$ cat config.mk
export PLATFORM = sky130hd
export DESIGN_NAME = source_id_queue
export DESIGN_NICKNAME = d
export VERILOG_FILES = /design/src/rtl/source_id_queue_pkg.sv /design/src/rtl/source_id_ram.sv /design/src/rtl/source_id_queue.sv
export SDC_FILE = /design/constraint.sdc
export NUM_CORES = 1
export LEC_CHECK = 0
export ABC_AREA = 1
export CAP_MARGIN = 25
export CORE_MARGIN = 5
export CORE_UTILIZATION = 39
export CTS_CLUSTER_SIZE = 10
export DETAILED_ROUTE_END_ITERATION = 16
export GPL_TIMING_DRIVEN = 0
export PLACE_DENSITY = 0.71
export SYNTH_ARGS = -nofsm -noshare
export SYNTH_HDL_FRONTEND = slang
export SYNTH_HIERARCHICAL = 1
export SYNTH_SLANG_ARGS = --single-unit
$ cat constraint.sdc
create_clock -name clock -period 1.8 [get_ports clock]
set_input_delay 0.36 -clock clock [delete_from_list [all_inputs] [get_ports clock]]
set_output_delay 0.36 -clock clock [all_outputs]
set_load 0.01 [all_outputs]
$ cat src/rtl/source_id_queue_pkg.sv
// rtl/source_id_queue_pkg.sv - shared types, default geometry and pointer wrap helper for source_id_queue
package source_id_queue_pkg;

    localparam int SRC_W     = 7;
    localparam int SRC_DEPTH = 2;

    typedef logic [SRC_W-1:0] src_id_t;

    typedef enum logic [1:0] {
        OCC_EMPTY   = 2'd0,
        OCC_PARTIAL = 2'd1,
        OCC_FULL    = 2'd2
    } occ_state_e;

    // Explicit wrap so non-power-of-two depths never rely on binary overflow.
    function automatic int unsigned ptr_inc(input int unsigned ptr, input int unsigned depth);
        return (ptr == depth - 1) ? 0 : ptr + 1;
    endfunction

endpackage

$ cat src/rtl/source_id_ram.sv
// rtl/source_id_ram.sv - DEPTH x DATA_W storage, synchronous write port, asynchronous read port
module source_id_ram #(
    parameter int DEPTH  = 2,
    parameter int DATA_W = 7
) (
    input  logic                     clock,
    input  logic                     wr_en_i,
    input  logic [$clog2(DEPTH)-1:0] wr_addr_i,
    input  logic [DATA_W-1:0]        wr_data_i,
    input  logic [$clog2(DEPTH)-1:0] rd_addr_i,
    output logic [DATA_W-1:0]        rd_data_o
);

    logic [DATA_W-1:0] mem_q [DEPTH];

    always_ff @(posedge clock) begin
        if (wr_en_i) begin
            mem_q[wr_addr_i] <= wr_data_i;
        end
    end

    assign rd_data_o = mem_q[rd_addr_i];

endmodule

$ cat src/rtl/source_id_queue.sv
// rtl/source_id_queue.sv - ready/valid source-ID FIFO controller over source_id_ram
// Optional flow-through-when-empty behaviour enabled by macro SOURCE_ID_QUEUE_FLOW_EN.
module source_id_queue
    import source_id_queue_pkg::*;
#(
    parameter int DEPTH  = SRC_DEPTH,
    parameter int DATA_W = SRC_W
) (
    input  logic                       clock,
    input  logic                       reset,
    output logic                       io_enq_ready,
    input  logic                       io_enq_valid,
    input  logic [DATA_W-1:0]          io_enq_bits,
    input  logic                       io_deq_ready,
    output logic                       io_deq_valid,
    output logic [DATA_W-1:0]          io_deq_bits,
    output logic [$clog2(DEPTH+1)-1:0] io_count
);

    localparam int PTR_W = $clog2(DEPTH);
    localparam int CNT_W = $clog2(DEPTH + 1);

    logic [PTR_W-1:0]  wptr_q, wptr_d;
    logic [PTR_W-1:0]  rptr_q, rptr_d;
    logic              maybe_full_q, maybe_full_d;
    logic              ptr_match;
    logic              do_enq, do_deq;
    logic [DATA_W-1:0] ram_rd_data;
    occ_state_e        occ;

    always_comb begin
        ptr_match = (wptr_q == rptr_q);
        if (ptr_match && !maybe_full_q) begin
            occ = OCC_EMPTY;
        end else if (ptr_match) begin
            occ = OCC_FULL;
        end else begin
            occ = OCC_PARTIAL;
        end

        io_enq_ready = (occ != OCC_FULL);
        io_deq_valid = (occ != OCC_EMPTY);
        io_deq_bits  = ram_rd_data;
`ifdef SOURCE_ID_QUEUE_FLOW_EN
        if (occ == OCC_EMPTY) begin
            io_deq_valid = io_enq_valid;
            io_deq_bits  = io_enq_bits;
        end
`endif
        do_enq = io_enq_valid & io_enq_ready;
        do_deq = io_deq_valid & io_deq_ready;
`ifdef SOURCE_ID_QUEUE_FLOW_EN
        // Entry passes straight through; storage and pointers stay untouched.
        if (occ == OCC_EMPTY && io_deq_ready) begin
            do_enq = 1'b0;
            do_deq = 1'b0;
        end
`endif

        wptr_d       = do_enq ? PTR_W'(ptr_inc(32'(wptr_q), DEPTH)) : wptr_q;
        rptr_d       = do_deq ? PTR_W'(ptr_inc(32'(rptr_q), DEPTH)) : rptr_q;
        maybe_full_d = (do_enq != do_deq) ? do_enq : maybe_full_q;

        unique case (occ)
            OCC_EMPTY: io_count = '0;
            OCC_FULL:  io_count = CNT_W'(DEPTH);
            default: begin
                if (wptr_q >= rptr_q) begin
                    io_count = CNT_W'(wptr_q) - CNT_W'(rptr_q);
                end else begin
                    io_count = CNT_W'(wptr_q) + CNT_W'(DEPTH) - CNT_W'(rptr_q);
                end
            end
        endcase
    end

    always_ff @(posedge clock) begin
        if (reset) begin
            wptr_q       <= '0;
            rptr_q       <= '0;
            maybe_full_q <= 1'b0;
        end else begin
            wptr_q       <= wptr_d;
            rptr_q       <= rptr_d;
            maybe_full_q <= maybe_full_d;
        end
    end

    // Writes in the reset cycle are dropped along with the pointers.
    source_id_ram #(
        .DEPTH  (DEPTH),
        .DATA_W (DATA_W)
    ) u_ram (
        .clock     (clock),
        .wr_en_i   (do_enq & ~reset),
        .wr_addr_i (wptr_q),
        .wr_data_i (io_enq_bits),
        .rd_addr_i (rptr_q),
        .rd_data_o (ram_rd_data)
    );

endmodule

* After elaboration in Yosys (flattened, before gate mapping)
Memory sizes are Yosys's and may differ from the RTL's. A register that Yosys moved wholly into a read port is not among the register bits.
Cells that the tools add are included.
** Storage, ports and cells
- Word-level logic and storage cells :: 32
- Bits in registers :: 3
- Input port bits :: 11
- Memories kept :: 1
- Output and inout port bits :: 11
- Memory bits (writable) :: 14
** Operators by class
- $add $sub $neg :: 5
- Multiplexer cells :: 10
- Bitwise logic cells :: 4
- Magnitude comparators :: 1
- Eq/ne operators :: 4
- Reductions and logical operators :: 4
** Memory list
- u_ram.mem_q :: words 2, width 7, read ports 1, clocked after memory_dff 1, write ports 1, line source_id_ram.sv:14 : logic [DATA_W-1:0] mem_q [DEPTH];
** Operators with widths (number)
- $mux W1 :: 6
- $mux W2 :: 3
- $pmux W2 S2 :: 1
- $and A1 B1 Y1 :: 3
- $add A1 B1 Y1 const B :: 2
- $add A1 B2 Y2 const B :: 1
- $eq A2 B2 Y1 const B :: 1
- $logic_not A2 Y1 :: 1
- $ne A2 B2 Y1 const B :: 1
- $reduce_bool A2 Y1 :: 1
- $sub A1 B1 Y2 :: 1
- $sub A2 B1 Y2 :: 1
- $eq A1 B1 Y1 :: 1
- $ge A1 B1 Y1 :: 1
- $logic_and A1 B1 Y1 :: 1
- $logic_not A1 Y1 :: 1
- $ne A1 B1 Y1 :: 1
- $not A1 Y1 :: 1

* Depth between registers and ports, before layout
- Word-level depth :: 8
- Mapped depth :: 7
- Mapped depth without buffers :: 7

* Cells and area by module
The synthesis kept the hierarchy.
** By module, submodules not included
- source_id_ram :: cells each 41, area each 529.3 um2, sequential area each 420.4 um2, instances 1
- source_id_queue :: cells each 27, area each 191.4 um2, sequential area each 60.1 um2, instances 1

* Worst setup path before layout
Ideal clock, no wire load.
- Path kind :: reg2reg
- Start point :: register wptr_q
- End point :: memory u_ram.mem_q[0][0] (enable)
- Slack :: -22 ps
- Stages on the path, launching flop included :: 8
- Data arrival time :: 1462 ps
- Library setup time :: 360 ps
- Buffers on the path :: 0
- Data required time :: 1440 ps
- Clock period less this slack :: 1822 ps
- Path through :: dfxtp_1 -> inv_1 -> ha_1 -> nand2_2 -> nand2_2 -> nor2_1 -> inv_1 -> nor2_1
** Between the ends
- Cells in the longest elaborated chain, start to end :: 8
- Elaborated cells between the ends (all ways) :: 9
- Those cells by class :: eq/ne (2); mux (4); bitwise (2); reduce/logical (1)
** RTL lines
- start, declared :: line source_id_queue.sv:23 : logic [PTR_W-1:0] wptr_q, wptr_d;
- start signal, assigned :: line source_id_queue.sv:83 : wptr_q <= wptr_d;
- $eq A1 B1 Y1 * :: line source_id_queue.sv:32 : ptr_match = (wptr_q == rptr_q);
- $mux W2 or $logic_and A1 B1 Y1 (tied branches) :: line source_id_queue.sv:35, source_id_queue.sv:33
- $mux W2 * :: line source_id_queue.sv:33 : if (ptr_match && !maybe_full_q) begin
- $ne A2 B2 Y1 * :: line source_id_queue.sv:41 : io_enq_ready = (occ != OCC_FULL);
- via io_enq_ready :: line source_id_queue.sv:11 : output logic io_enq_ready,
- $and A1 B1 Y1 * :: line source_id_queue.sv:50 : do_enq = io_enq_valid & io_enq_ready;
- $and A1 B1 Y1 * :: line source_id_queue.sv:95 : .wr_en_i (do_enq & ~reset),
- $mux W1 * :: line source_id_ram.sv:17 : if (wr_en_i) begin
- $mux W1 (not written as such) * :: line source_id_ram.sv:18 : mem_q[wr_addr_i] <= wr_data_i;
- end, declared :: line source_id_ram.sv:14
The timed path passes the listed nets; every way through them passes the cells marked *.

* Worst setup path in the final report
- Start point :: register wptr_q
- End point :: output io_deq_valid
** Between the ends
- Cells in the longest elaborated chain, start to end :: 4
- Elaborated cells between the ends (all ways) :: 5
- Those cells by class :: eq/ne (1); mux (2); reduce/logical (2)
** RTL lines
- $eq A1 B1 Y1 * :: line source_id_queue.sv:32
- $mux W2 or $logic_and A1 B1 Y1 (tied branches) :: line source_id_queue.sv:35, source_id_queue.sv:33
- $mux W2 * :: line source_id_queue.sv:33
- $reduce_bool A2 Y1 * :: line source_id_queue.sv:42 : io_deq_valid = (occ != OCC_EMPTY);
- end, declared :: line source_id_queue.sv:15 : output logic io_deq_valid,
Every way passes the cells marked *; elsewhere a longest branch is shown, timed or not.

==> run_results.csv <==
group,metric,value,unit
outcome,outcome,"finished clean",
hold_path,hp-start,"maybe_full_q$_SDFFE_PP0P_",
yosys,synthAdderAreaFrac,3.47,%
die,die_w,53.0,um
drt,highest_layer,"met3",
drt,post_drt_via_cell_ratio,4.33,
yosys,syn_avg_cell_area,10.6,sq um
final_layout,syn2layout_area_growth,39.4,%
drt,met1Wirelength,536,um
hold_path,worstHoldEndpoint,"maybe_full_q$_SDFFE_PP0P_",
worst_setup_path,cp_slowest_stage_delay,0.37,ns
yosys,muxShareOfSynthArea,0,%
drt,wl_met2,582,um
final_layout,multi_input_area,220,sq um
drt,routed_wl,1.23,mm
placed_design,dp.cells,114,
worst_setup_path,reg2reg_depth,7,
yosys,yosysTopAreaCellShare,58.3,%
worst_setup_path,r2r_slack,0.14,ns
worst_setup_path,critPathLaunch,"wptr_q$_SDFFE_PP0P_",
die,io_pins,22,
power_and_ir_drop,switching_share,27.4,%
final_layout,final_cells,119,
yosys,ys_types,14,
drt,first_iter_violations,7,
timing,fmax,0.576,GHz
final_layout,final_common_cell,"nand2_1",
timing,setup_viol_count_final,0,
yosys,yosysTopAreaCell,"edfxtp_1",
grt,antenna_found_initial,0,
worst_setup_path,path_class,"register to output pin",
power_and_ir_drop,power_frac_clock,22.1,%
timing,whs,0.533,ns
power_and_ir_drop,seqPwrFrac,52.7,%
yosys,synth_compound_area_share,4.34,%
worst_setup_path,crit_path_start_kind,"register",
placed_design,port_buffers,21,
timing,hold_viol_final,0,
final_layout,num-fill-cells,158,
drt,route.detailed.drc,0,
drt,antenna_left,0,
power_and_ir_drop,p_int,0.640,mW
die,rows,15,
cts,clkTransAtPathRegs,0.10,ns
cts,htree_levels,1,
yosys,synth-simple-area-share,20.3,%
timing,slew_violations,0,
cts,cts_buffers,3,
worst_setup_path,r2r-end,"u_ram/mem_q[0][3]$_DFFE_PP_",
placed_design,dp_hpwl,931,um
final_layout,diodes,0,
power_and_ir_drop,max-vdd-ir-drop,0.394,mV
cts,clkLatencyLatePin,0.28,ns
yosys,synth_top_family_by_area,"simple AND/OR/NAND/NOR gates",
placed_design,place_congestion,0.665,
cts,cts_sinks,17,
cts,cts-root-buf,"clkbuf_4",
yosys,synth_xor_area_share,0,%
worst_setup_path,required,1.44,ns
yosys,post_synth_main_area_contributors,"edfxtp_1, nand2_1, dfxtp_1",
drt,dr_wl_met3,106,um
timing,clock_skew,0.00575,ns
worst_setup_path,worst_path_max_delay_cell,"dfxtp_4",
final_layout,seq_area,485,sq um
timing,slew_headroom,74.9,%
drt,routedWlPerCell,10.3,um
yosys,syn_inst,68,
power_and_ir_drop,p_switching,0.241,mW
grt,grt_usage,10.4,%
grt,grt_pass1_vias,504,
cts,cts_buffer_depth,2,
yosys,ys_seq_elements,17,
worst_setup_path,crit_fanout,5,
worst_setup_path,cp_data_arrival_time,1.38,ns
drt,vias,515,
final_layout,nets,108,
worst_setup_path,r2r_start,"wptr_q$_SDFFE_PP0P_",
cts,postCtsHoldBufs,0,
power_and_ir_drop,p_leak,0.431,nW
worst_setup_path,end_kind,"output pin",
placed_design,dpl_cell_area,965,sq um
yosys,yosysSeqAreaShare,66.7,%
cts,cts_tree,"done",
final_layout,layout-drive-gt1-share,19.1,%
timing,rsz0062_at_grt,"no",
final_layout,fin_util,57.6,%
timing,fin_crit,1.74,ns
hold_path,hp-class,"register to register",
grt,grt_max_degree,11,
drt,firstDrtPassIters,4,
yosys,synth_area,721,sq um
final_layout,final_cell_mix,"nand2_1, edfxtp_1, clkdlybuf4s50_1, dlygate4sd2_1, inv_1",
die,die_area,0.00281,sq mm
power_and_ir_drop,comb_power_share,25.2,%
grt,overflow,0,
final_layout,final_area,0.00100,sq mm
run,cap_violations,0,
timing,finalCritPeriodShare,96.5,%
grt,grt_pass1_wl,2.12,mm
hold_path,hold_depth,2,
yosys,yosysWarningCount,6,
power_and_ir_drop,power_density,877,mW/mm^2
die,initial_core_util,41.3,%
die,core_area,0.00175,sq mm
yosys,syn_nets,81,
timing,tightest_slew,0.377,ns
die,die-height,53.0,um
worst_setup_path,crit_chain,"inv_2, ha_4, nand2_1, dlygate4sd2_1",
[worst max-delay path, delay by kind of cell, from the launching register on]
family	cells	cell delay, ns
adder cells (fa/ha/maj)	1	0.29
AND/OR/NAND/NOR	1	0.09
flip-flops	1	0.37
buffers and inverters	2	0.35
[repair_timing]
| action | in CTS | in global routing |
|---|---|---|
| gates resized for setup | 18 | 3 |
| buffers inserted | 0 | 1 |
| pin swaps | 0 | 0 |
| endpoints found under the setup margin | 25 | 3 |
[metrics by stage]
| step | power [mW] | setup slack, ns | setup TNS (ns) |
|---|---|---|---|
| floorplan | 0.585 | 0.0835 | 0 |
| CTS | 0.889 | 0.0318 | 0 |
| global route | 0.936 | 0.00223 | 0 |
| detailed placement | 0.710 | -0.139 | -0.743 |
| finish | 0.881 | 0.0639 | 0 |
| global placement | 0.707 | -0.134 | -0.742 |
[registers in the layout, indices dropped and copies added, names as in the netlist]
register,flops
maybe_full_q,1
rptr_q,1
u_ram/mem_q,14
wptr_q,1
[synth_stat cells]
library cell  number
a21boi_0           1
a21oi_1            2
a21oi_2            1
buf_6              1
dfxtp_1            3
edfxtp_1          14
ha_1               2
inv_1              6
inv_2              1
nand2_1           26
nand2_2            3
nand3_1            3
nor2_1             4
o21ai_0            1
[cell families after synthesis]
kind of cell / Yosys count
compound gates: 5
fa+ha+maj: 2
buf+inv: 8
flops: 17
simple gates: 36
[worst max-delay path by stage]
stage                                              to  slack [ns]
after CTS                                 io_count[1]        0.03
after detailed placement                  io_count[1]       -0.14
after global placement                    io_count[1]       -0.13
final                                    io_deq_valid        0.06
after global routing                     io_deq_valid       0.002
after floorplan           u_ram/mem_q[0][0]$_DFFE_PP_        0.08
[metal layers]
layer / track usage, % / up-vias
met5: 0 / -
met4: 3.83 / 0
met3: 3.66 / 0
met2: 17.6 / 16
met1: 12.1 / 226
li1: - / 273
[power groups by stage]
stage / registers [mW] / logic [mW] / clock network [mW]
after global routing: 0.467 / 0.250 / 0.219
after global placement: 0.470 / 0.237 / 0
after detailed placement: 0.471 / 0.239 / 0
final: 0.464 / 0.222 / 0.195
after CTS: 0.465 / 0.222 / 0.202
after floorplan: 0.469 / 0.116 / 0
[area by class of cell]
class / instances / area share (%)
Clock buffer: 3 / 2.24
Tap cell: 25 / 3.11
Multi-Input combinational cell: 43 / 21.9
Buffer: 1 / 1.12
Sequential cell: 17 / 48.3
Inverter: 7 / 2.86
Clock inverter: 1 / 0.498
Timing Repair Buffer: 22 / 19.9
Power figures use the tool's default switching activity.
